**config.mk**
```make
export PLATFORM = sky130hd
export DESIGN_NAME = instr_feeder_flat
export DESIGN_NICKNAME = d
export VERILOG_FILES = /design/src/rtl/instr_feeder_pkg.sv /design/src/rtl/instr_feeder_if.sv /design/src/rtl/feeder_watchdog.sv /design/src/rtl/instr_feeder.sv /design/src/flat_wrapper.sv
export SDC_FILE = /design/constraint.sdc
export NUM_CORES = 1
export LEC_CHECK = 0
export ABC_AREA = 1
export CAP_MARGIN = 20
export CELL_PAD_IN_SITES_DETAIL_PLACEMENT = 1
export CELL_PAD_IN_SITES_GLOBAL_PLACEMENT = 2
export CORE_MARGIN = 2
export CORE_UTILIZATION = 31
export CTS_CLUSTER_SIZE = 40
export DETAILED_ROUTE_END_ITERATION = 12
export HOLD_SLACK_MARGIN = 0.08
export PLACE_DENSITY = 0.87
export SYNTH_ARGS = -nofsm -noshare
export SYNTH_HDL_FRONTEND = slang
export SYNTH_SLANG_ARGS = --single-unit
```
**constraint.sdc**
```tcl
create_clock -name Clock -period 1.65 [get_ports Clock]
set_input_delay 0.4125 -clock Clock [delete_from_list [all_inputs] [get_ports Clock]]
set_output_delay 0.4125 -clock Clock [all_outputs]
set_load 0.05 [all_outputs]
```
**src/rtl/instr_feeder_pkg.sv**
```systemverilog
// Shared definitions for the instruction feeder: default widths, opcode
// values of the 9-bit processor and the feeder FSM state encoding.
package instr_feeder_pkg;

  localparam int ADDR_W_DEF  = 5;
  localparam int DATA_W_DEF  = 9;
  localparam int TIMEOUT_DEF = 16;

  // Opcode field is the top three bits of an IIIXXXYYY word.
  typedef enum logic [2:0] {
    OPC_MV   = 3'b000,
    OPC_MVI  = 3'b001,
    OPC_ADD  = 3'b010,
    OPC_SUB  = 3'b011,
    OPC_HALT = 3'b111
  } opcode_e;

  typedef enum logic [3:0] {
    S_IDLE,
    S_FETCH,
    S_LATCH,
    S_FETCH_IMM,
    S_LATCH_IMM,
    S_ISSUE,
    S_IMM_OUT,
    S_WAIT,
    S_HALT
  } state_e;

endpackage

```
**src/rtl/instr_feeder_if.sv**
```systemverilog
// Bus between the feeder, its instruction ROM and the processor:
// ROM address/data plus the DIN/Run/Done issue handshake.
interface instr_feeder_if
  import instr_feeder_pkg::*;
#(
  parameter int ADDR_W = ADDR_W_DEF,
  parameter int DATA_W = DATA_W_DEF
) ();

  logic [ADDR_W-1:0] mem_addr;
  logic [DATA_W-1:0] mem_q;
  logic [DATA_W-1:0] DIN;
  logic              Run;
  logic              Done;

  // Feeder side: drives the ROM address and the processor inputs.
  modport master (
    output mem_addr,
    output DIN,
    output Run,
    input  mem_q,
    input  Done
  );

  // ROM/processor side.
  modport slave (
    input  mem_addr,
    input  DIN,
    input  Run,
    output mem_q,
    output Done
  );

endinterface

```
**src/rtl/feeder_watchdog.sv**
```systemverilog
// Run-to-Done watchdog: clearable, enableable up-counter whose terminal
// output fires on the enabled cycle in which the count reaches TIMEOUT-1.
module feeder_watchdog #(
  parameter int TIMEOUT = 16
) (
  input  logic Clock,
  input  logic Resetn,
  input  logic clr_i,
  input  logic en_i,
  output logic tc_o
);

  localparam int CW = $clog2(TIMEOUT);

  logic [CW-1:0] cnt_q;

  // Terminal count: this increment brings the count to TIMEOUT-1.
  assign tc_o = en_i && (cnt_q == CW'(TIMEOUT - 2));

  // Counter: clear has priority over counting.
  always_ff @(posedge Clock or negedge Resetn) begin
    if (!Resetn) begin
      cnt_q <= '0;
    end else if (clr_i) begin
      // NOTE: sequential state uses <= so every flop samples pre-edge values.
      cnt_q <= '0;
    end else if (en_i) begin
      cnt_q <= cnt_q + CW'(1);
    end
  end

endmodule

```
**src/rtl/instr_feeder.sv**
```systemverilog
// Handshaked instruction source for the 9-bit processor. Fetches from a
// 1-cycle-latency ROM, issues one instruction per Run pulse (plus the
// immediate word for mvi), waits for Done, halts on HALT or watchdog trip.
module instr_feeder
  import instr_feeder_pkg::*;
#(
  parameter int ADDR_W  = ADDR_W_DEF,
  parameter int DATA_W  = DATA_W_DEF,
  parameter int TIMEOUT = TIMEOUT_DEF
) (
  input  logic              Clock,
  input  logic              Resetn,
  input  logic              Enable,
  instr_feeder_if.master    bus,
  output logic [ADDR_W-1:0] pc,
  output logic              halted,
  output logic              timeout
);

  state_e            state_q;
  logic [ADDR_W-1:0] pc_q;
  logic [DATA_W-1:0] instr_q;
  logic [DATA_W-1:0] imm_q;
  logic [DATA_W-1:0] din_q;
  logic              run_q;
  logic              halted_q;
  logic              timeout_q;
  logic              done_seen_q;  // Done arrived in ISSUE of an mvi

  logic              wd_tc;
  logic [2:0]        rom_opc;
  logic [2:0]        instr_opc;
  state_e            after_done;

  assign rom_opc    = bus.mem_q[DATA_W-1 -: 3];
  assign instr_opc  = instr_q[DATA_W-1 -: 3];
  // Instruction boundary: keep going while enabled, otherwise park in IDLE.
  assign after_done = Enable ? S_FETCH : S_IDLE;

  assign bus.mem_addr = pc_q;
  assign bus.DIN      = din_q;
  assign bus.Run      = run_q;
  assign pc           = pc_q;
  assign halted       = halted_q;
  assign timeout      = timeout_q;

  feeder_watchdog #(
    .TIMEOUT (TIMEOUT)
  ) u_watchdog (
    .Clock  (Clock),
    .Resetn (Resetn),
    .clr_i  (state_q == S_ISSUE),
    .en_i   (state_q == S_WAIT),
    .tc_o   (wd_tc)
  );

  // Fetch/issue FSM with registered DIN, Run, halted and timeout.
  always_ff @(posedge Clock or negedge Resetn) begin
    if (!Resetn) begin
      state_q     <= S_IDLE;
      pc_q        <= '0;
      instr_q     <= '0;
      imm_q       <= '0;
      din_q       <= '0;
      run_q       <= 1'b0;
      halted_q    <= 1'b0;
      timeout_q   <= 1'b0;
      done_seen_q <= 1'b0;
    end else begin
      // NOTE: default first, so Run is a single-cycle pulse unless a branch re-arms it.
      run_q <= 1'b0;
      case (state_q)
        S_IDLE: begin
          if (Enable) state_q <= S_FETCH;
        end
        S_FETCH: begin
          state_q <= S_LATCH;
        end
        S_LATCH: begin
          instr_q <= bus.mem_q;
          if (rom_opc == OPC_HALT) begin
            state_q  <= S_HALT;
            halted_q <= 1'b1;
          end else begin
            pc_q <= pc_q + ADDR_W'(1);
            if (rom_opc == OPC_MVI) begin
              state_q <= S_FETCH_IMM;
            end else begin
              state_q <= S_ISSUE;
              din_q   <= bus.mem_q;
              run_q   <= 1'b1;
            end
          end
        end
        S_FETCH_IMM: begin
          state_q <= S_LATCH_IMM;
        end
        S_LATCH_IMM: begin
          imm_q   <= bus.mem_q;
          pc_q    <= pc_q + ADDR_W'(1);
          state_q <= S_ISSUE;
          din_q   <= instr_q;
          run_q   <= 1'b1;
        end
        S_ISSUE: begin
          if (instr_opc == OPC_MVI) begin
            // The immediate is always presented, even if Done came early.
            state_q     <= S_IMM_OUT;
            din_q       <= imm_q;
            done_seen_q <= bus.Done;
          end else if (bus.Done) begin
            state_q <= after_done;
          end else begin
            state_q <= S_WAIT;
          end
        end
        S_IMM_OUT: begin
          done_seen_q <= 1'b0;
          if (bus.Done || done_seen_q) state_q <= after_done;
          else                         state_q <= S_WAIT;
        end
        S_WAIT: begin
          if (bus.Done) begin
            state_q <= after_done;
          end else if (wd_tc) begin
            state_q   <= S_HALT;
            timeout_q <= 1'b1;
            halted_q  <= 1'b1;
          end
        end
        S_HALT: begin
          state_q <= S_HALT;
        end
        default: begin
          state_q <= S_IDLE;
        end
      endcase
    end
  end

endmodule

```
**src/flat_wrapper.sv**
```systemverilog
// flat-port wrapper written by rule: the top's interface ports become plain ports
module instr_feeder_flat import instr_feeder_pkg::*;
#(
  parameter int ADDR_W  = ADDR_W_DEF,
  parameter int DATA_W  = DATA_W_DEF,
  parameter int TIMEOUT = TIMEOUT_DEF
)
  (Clock, Resetn, Enable, pc, halted, timeout, bus_mem_addr, bus_DIN, bus_Run, bus_mem_q, bus_Done);
  instr_feeder_if #(.ADDR_W(ADDR_W), .DATA_W(DATA_W)) bus_i ();
  input  logic Clock;
  input  logic Resetn;
  input  logic Enable;
  output logic [ADDR_W-1:0] pc;
  output logic halted;
  output logic timeout;
  output wire logic [$bits(bus_i.mem_addr)-1:0] bus_mem_addr;
  output wire logic [$bits(bus_i.DIN)-1:0] bus_DIN;
  output wire logic [$bits(bus_i.Run)-1:0] bus_Run;
  input wire logic [$bits(bus_i.mem_q)-1:0] bus_mem_q;
  input wire logic [$bits(bus_i.Done)-1:0] bus_Done;
  assign bus_mem_addr = bus_i.mem_addr;
  assign bus_DIN = bus_i.DIN;
  assign bus_Run = bus_i.Run;
  assign bus_i.mem_q = bus_mem_q;
  assign bus_i.Done = bus_Done;
  instr_feeder #(.ADDR_W(ADDR_W), .DATA_W(DATA_W), .TIMEOUT(TIMEOUT)) u_core (.Clock(Clock), .Resetn(Resetn), .Enable(Enable), .bus(bus_i), .pc(pc), .halted(halted), .timeout(timeout));
endmodule
```
==> qor.csv, run 1 <==
metric,value,unit
synth-seq-area-share,0.507,
drive_gt1_frac,0.209,
cts_tree,done,
place_ws,-0.172,ns
area_delta_synth_final,40.2,%
synth_fa_ha_area_frac,0.0173,
synthTopCellsByArea,"dfrtp_1 (51%), nand2_1 (16%), nand3_1 (6.9%), o21ai_0 (5.1%), inv_1 (4.5%)",
postSynthCellCount,268,
nets,335,
netlist_top_cells_count,"nand2_1 (92), dfrtp_1 (44), nand3_1 (30)",
std_cell_rows,30,
ir_drop,678,uV
reg2reg_depth,7,
grt_setup_unrepaired,no,
htree_num_levels,2,
muxShareOfSynthArea,0,
routed_wl,5470,um
insertion_delay,0.29,ns
finalSetupViolCount,0,
syn-num-nets,284,
cts_buffer_depth,2,
die_h,87.7,um
finClkSkew,0.0117,ns
initial_core_util,0.320,
synth-main-ff-cell,dfrtp_1,
drtIter0Drc,70,
fp.dieArea,7700,sq um
status,"complete, no violations",
syn_area,2170,sq um
avgSynthCellArea,8.11,sq um
post-route-util,0.449,
wl_per_cell,13.1,um
setup_slack,0.139,ns
antenna_found_initial,0,
grt_max_degree,45,
cp-end-kind,register,
firstDrtPassIters,4,
vias,1907,
fmax,0.662,GHz
numCtsBuffers,5,
antenna_cells,0,
synth_most_common_cell,nand2_1,
finalMaxSlewViolations,0,
synth-edff-count,0,
cp_max_fo,6,
rr_startpoint,u_core.state_q[3]$_DFFE_PN0P_,
drcViolationCount,0,
clock-sinks,44,
synth-compound-area-share,0.0818,
cts_root_buf,clkbuf_8,
required,1.83,ns
yosysTopAreaCellShare,0.507,
p_leak,1.50,nW
gp_congestion,0.761,
drtAntennaViolNets,0,
io_buffers,34,
path_class,register to register,
routed_via_density,4.58,
hp-class,input port to asynchronous set/reset pin,
ys_types,28,
synth_top_family_by_area,simple AND/OR/NAND/NOR gates,
fin_crit,1.51,ns
fillers,802,
setup_tns,0,ns
clk_pin_slew,0.08,ns
startpoint_type,register,
r2r_end,u_core.bus.DIN[3]$_DFFE_PN0P_,
slew-limit-headroom,0.735,
io_pins,35,
tightest_slew,0.397,ns
crit_arrival,1.69,ns
period_share,0.916,
synth_seq_cells,44,
yosys.area_share.simple,0.301,
maxCapViolations,0,
synth-xor-area-share,0.0161,
coreArea,6790,sq um
report.power.total,6.48,mW
finalHoldViolCount,0,
final_area,3050,sq um
post-dp-hpwl,4090,um
yosysWarnings,0,
die_w,87.7,um
synthArstFlopShare,1.00,
grt_pass1_vias,1930,
hold_buffers,0,
placed_cell_area,2920,sq um
grt_pass1_wl,9430,um
p_per_area,2130,nW/um^2
yosysTopAreaCell,dfrtp_1,
grt_remaining_overflow,0,
track_usage,0.156,
rrSetupSlack,0.14,ns
==> repair_timing <==
item | CTS | global route
gates resized for setup | 0 | 3
setup endpoints to repair | 0 | 9
buffers inserted | 0 | 4
==> through the flow <==
step                instances  hold slack (ns)
floorplan                 268            0.117
global placement          404            0.413
detailed placement        404            0.413
CTS                       412           0.0904
global route              416           0.0932
finish                    416           0.0838
==> layout make-up <==
type                            count  area [sq um]  share of cell area
Sequential cell                    44          1100               0.362
Clock buffer                        5          68.8              0.0226
Inverter                           30           113              0.0369
Clock inverter                      3          18.8             0.00616
Multi-Input combinational cell    185           915               0.300
Timing Repair Buffer               53           711               0.233
Tap cell                           96           120              0.0394
==> cell usage in the layout (no fill, tap or decap) <==
cell / instances
clkbuf_8: 5
xnor2_1: 2
dfrtp_1: 43
a21oi_1: 5
dfrtp_2: 1
nand2_4: 1
nor2_4: 2
nor2_1: 9
buf_4: 18
a21oi_4: 1
o21ai_0: 22
nand3_1: 30
nand2_1: 91
nand3b_1: 1
nand4_1: 1
inv_2: 4
clkdlybuf4s50_1: 11
nand3_4: 1
ha_1: 3
nor2_2: 3
a31oi_1: 1
inv_1: 26
o21ai_1: 1
nand2_8: 1
o21bai_1: 2
and3_1: 1
nand2_2: 3
buf_2: 1
nor3_1: 2
clkinv_4: 1
xor2_1: 2
buf_12: 23
clkinv_2: 2
==> cells by family (layout without fill, tap and decap cells) <==
family | after synthesis | after routing
buffers and inverters | 39 | 91
DFF | 44 | 44
xor gates and xnor gates | 4 | 4
AOI/OAI and AO/OA | 32 | 32
adders and majority gates | 3 | 3
and+or+nand+nor | 146 | 146
==> layer usage <==
layer	vias up	part of all wire	GRT usage
met5	-	0	0
met4	0	0.010	0.0462
met3	5	0.020	0.0226
met2	26	0.46	0.242
met1	927	0.51	0.226
li1	949	-	-
==> worst max-delay path by stage <==
stage | cells past startpoint | start | to
after floorplan | 5 | u_core.bus.mem_addr[0]$_DFFE_PN0P_ | u_core.bus.mem_addr[4]$_DFFE_PN0P_
after global placement | 8 | bus_mem_q[6] | u_core.bus.DIN[1]$_DFFE_PN0P_
after detailed placement | 8 | bus_mem_q[6] | u_core.bus.DIN[4]$_DFFE_PN0P_
after CTS | 9 | u_core.state_q[2]$_DFFE_PN0P_ | u_core.bus.DIN[3]$_DFFE_PN0P_
after global routing | 8 | u_core.state_q[2]$_DFFE_PN0P_ | u_core.bus.DIN[3]$_DFFE_PN0P_
final | 7 | u_core.state_q[3]$_DFFE_PN0P_ | u_core.bus.DIN[3]$_DFFE_PN0P_
==> worst max-delay path, stage by stage (launching register included) <==
cell and delay, ns:
dfrtp_1 0.45, nor2_2 0.34, nand2_8 0.11, inv_2 0.12
a21oi_4 0.08, buf_4 0.16, nand3_1 0.08, nand2_1 0.06
==> power breakdown <==
group | switching (mW) | total (mW) | internal, mW | leakage, nW
Sequential | 0.493 | 2.07 | 1.58 | 0.547
Clock | 0.378 | 0.674 | 0.296 | 0.0479
Combinational | 2.10 | 3.73 | 1.63 | 0.908
==> sequential cells by signal, summed over array words and instances, names as in the netlist <==
name	flops
u_core.done_seen_q	1
u_core.u_watchdog.cnt_q	4
u_core.timeout	1
u_core.halted	1
u_core.instr_q	9
u_core.state_q	4
u_core.bus.DIN	9
u_core.bus.Run	1
u_core.imm_q	9
u_core.bus.mem_addr	5
No activity file was read; power rests on OpenSTA's default activity.
==> run 2, diff against run 1 <==
- RECOVER_POWER: unset -> 50
==> qor.csv, run 2 (synthesis results as in run 1) <==
metric,value,unit,change
fmax,0.662,GHz,about the same
clock-sinks,44,,unchanged
die_w,87.7,um,unchanged
path_class,register to register,,
drive_gt1_frac,0.194,,-0.0156
mostFrequentLayoutCell,nand2_1,,
place_ws,-0.172,ns,unchanged
io_pins,35,,unchanged
hp-class,input port to asynchronous set/reset pin,,
finClkSkew,0.0117,ns,+0.0000428 ns
grt_setup_unrepaired,no,,
routed_wl,5470,um,+0.13%
reg2reg_depth,7,,unchanged
antenna_found_initial,0,,unchanged
status,"complete, no violations",,
cp_max_fo,6,,unchanged
cts_buffer_depth,2,,unchanged
numCtsBuffers,5,,unchanged
setup_tns,0,ns,unchanged
drtAntennaViolNets,0,,unchanged
initial_core_util,0.320,,unchanged
area_delta_synth_final,38.1,%,
routed_via_density,4.59,,about the same
std_cell_rows,30,,unchanged
htree_num_levels,2,,unchanged
cts_root_buf,clkbuf_8,,
cp-end-kind,register,,
grt_pass1_vias,1930,,unchanged
gp_congestion,0.761,,unchanged
drtIter0Drc,71,,+1.4%
report.power.total,6.38,mW,-1.5%
p_per_area,2130,nW/um^2,about the same
track_usage,0.156,,unchanged
r2r_end,u_core.bus.DIN[3]$_DFFE_PN0P_,,
vias,1908,,+0.052%
nets,335,,unchanged
final_cells,416,,unchanged
finalHoldViolCount,0,,unchanged
grt_max_degree,45,,unchanged
post-dp-hpwl,4090,um,unchanged
wl_per_cell,13.2,um,+0.13%
tightest_slew,1.11,ns,+0.710 ns
finalMaxSlewViolations,0,,unchanged
crit_path_start,u_core.state_q[3]$_DFFE_PN0P_,,
ir_drop,678,uV,about the same
layout_common_cells,"nand2_1 (91), dfrtp_1 (43), nand3_1 (30)",,
hold_buffers,0,,unchanged
clk_pin_slew,0.08,ns,about the same
cts_tree,done,,
coreArea,6790,sq um,unchanged
fp.dieArea,7700,sq um,unchanged
insertion_delay,0.29,ns,about the same
die_h,87.7,um,unchanged
p_leak,1.54,nW,+2.2%
io_buffers,34,,unchanged
grt_pass1_wl,9430,um,unchanged
antenna_cells,0,,unchanged
crit_arrival,1.69,ns,about the same
rr_startpoint,u_core.state_q[3]$_DFFE_PN0P_,,
drcViolationCount,0,,unchanged
firstDrtPassIters,4,,unchanged
whs,0.404,ns,+0.320 ns
endpoint,u_core.bus.DIN[3]$_DFFE_PN0P_,,
period_share,0.915,,about the same
maxCapViolations,0,,unchanged
dp.cells,404,,unchanged
fin_crit,1.51,ns,-0.000216 ns
startpoint_type,register,,
slew-limit-headroom,0.262,,-0.472
grt_remaining_overflow,0,,unchanged
finalSetupViolCount,0,,unchanged
rrSetupSlack,0.14,ns,about the same
required,1.83,ns,about the same
setup_slack,0.139,ns,+0.000216 ns
run 2: cell count changes in the layout (fill, tap and decap cells not counted):
cell	change
nor2_2	-1
buf_12	-5
dlymetal6s2s_1	+4
nor2_1	+1
clkbuf_2	+1
run 2: final cells by class:
cell class / instances / area [sq um]
fillers: 808 / 3790
repair buffers: 53 / 666
flip-flops and latches: 44 / 1100
clock buffers: 5 / 68.8
inverters: 30 / 113
well taps: 96 / 120
multi-input cells: 185 / 912
clock inverters: 3 / 18.8
run 2: what timing repair did:
item	CTS	global route
endpoints found under the setup margin	0	9
setup buffers	0	4
gates resized for setup	0	3
run 2: where the power goes:
part	switching [mW]	internal, mW	leakage (nW)
clock network	0.378	0.296	0.0479
logic	2.10	1.56	0.942
registers	0.475	1.58	0.547
run 2: critical path: stages, from the launching register on:
cell and delay (ns):
dfrtp_1 0.45, nor2_2 0.34, nand2_8 0.11, inv_2 0.12
a21oi_4 0.08, buf_4 0.16, nand3_1 0.08, nand2_1 0.06
run 2: per-stage QoR:
stage | area [sq um] | util
after floorplan | 2170 | -
after global placement | 2920 | 0.430
after detailed placement | 2920 | 0.430
after CTS | 3010 | 0.443
after global routing | 3000 | 0.442
final | 3000 | 0.442
run 2: worst min-delay path by stage:
stage	start	to	slack, ns	cells after the start
2_1_floorplan	Resetn	u_core.bus.DIN[0]$_DFFE_PN0P_	0.12	0
3_3_place_gp	Resetn	u_core.imm_q[0]$_DFFE_PN0P_	0.41	2
3_5_place_dp	Resetn	u_core.bus.DIN[0]$_DFFE_PN0P_	0.41	2
4_1_cts	Resetn	u_core.imm_q[8]$_DFFE_PN0P_	0.09	2
5_1_grt	Resetn	u_core.imm_q[1]$_DFFE_PN0P_	0.50	2
6_report	Resetn	u_core.bus.DIN[0]$_DFFE_PN0P_	0.40	2
run 2: layer usage:
layer,GRT usage,wire length [um],vias to the layer above
li1,-,-,949
met1,0.226,2770,928
met2,0.242,2530,26
met3,0.0226,115,5
met4,0.0462,56,0
met5,0,0,-
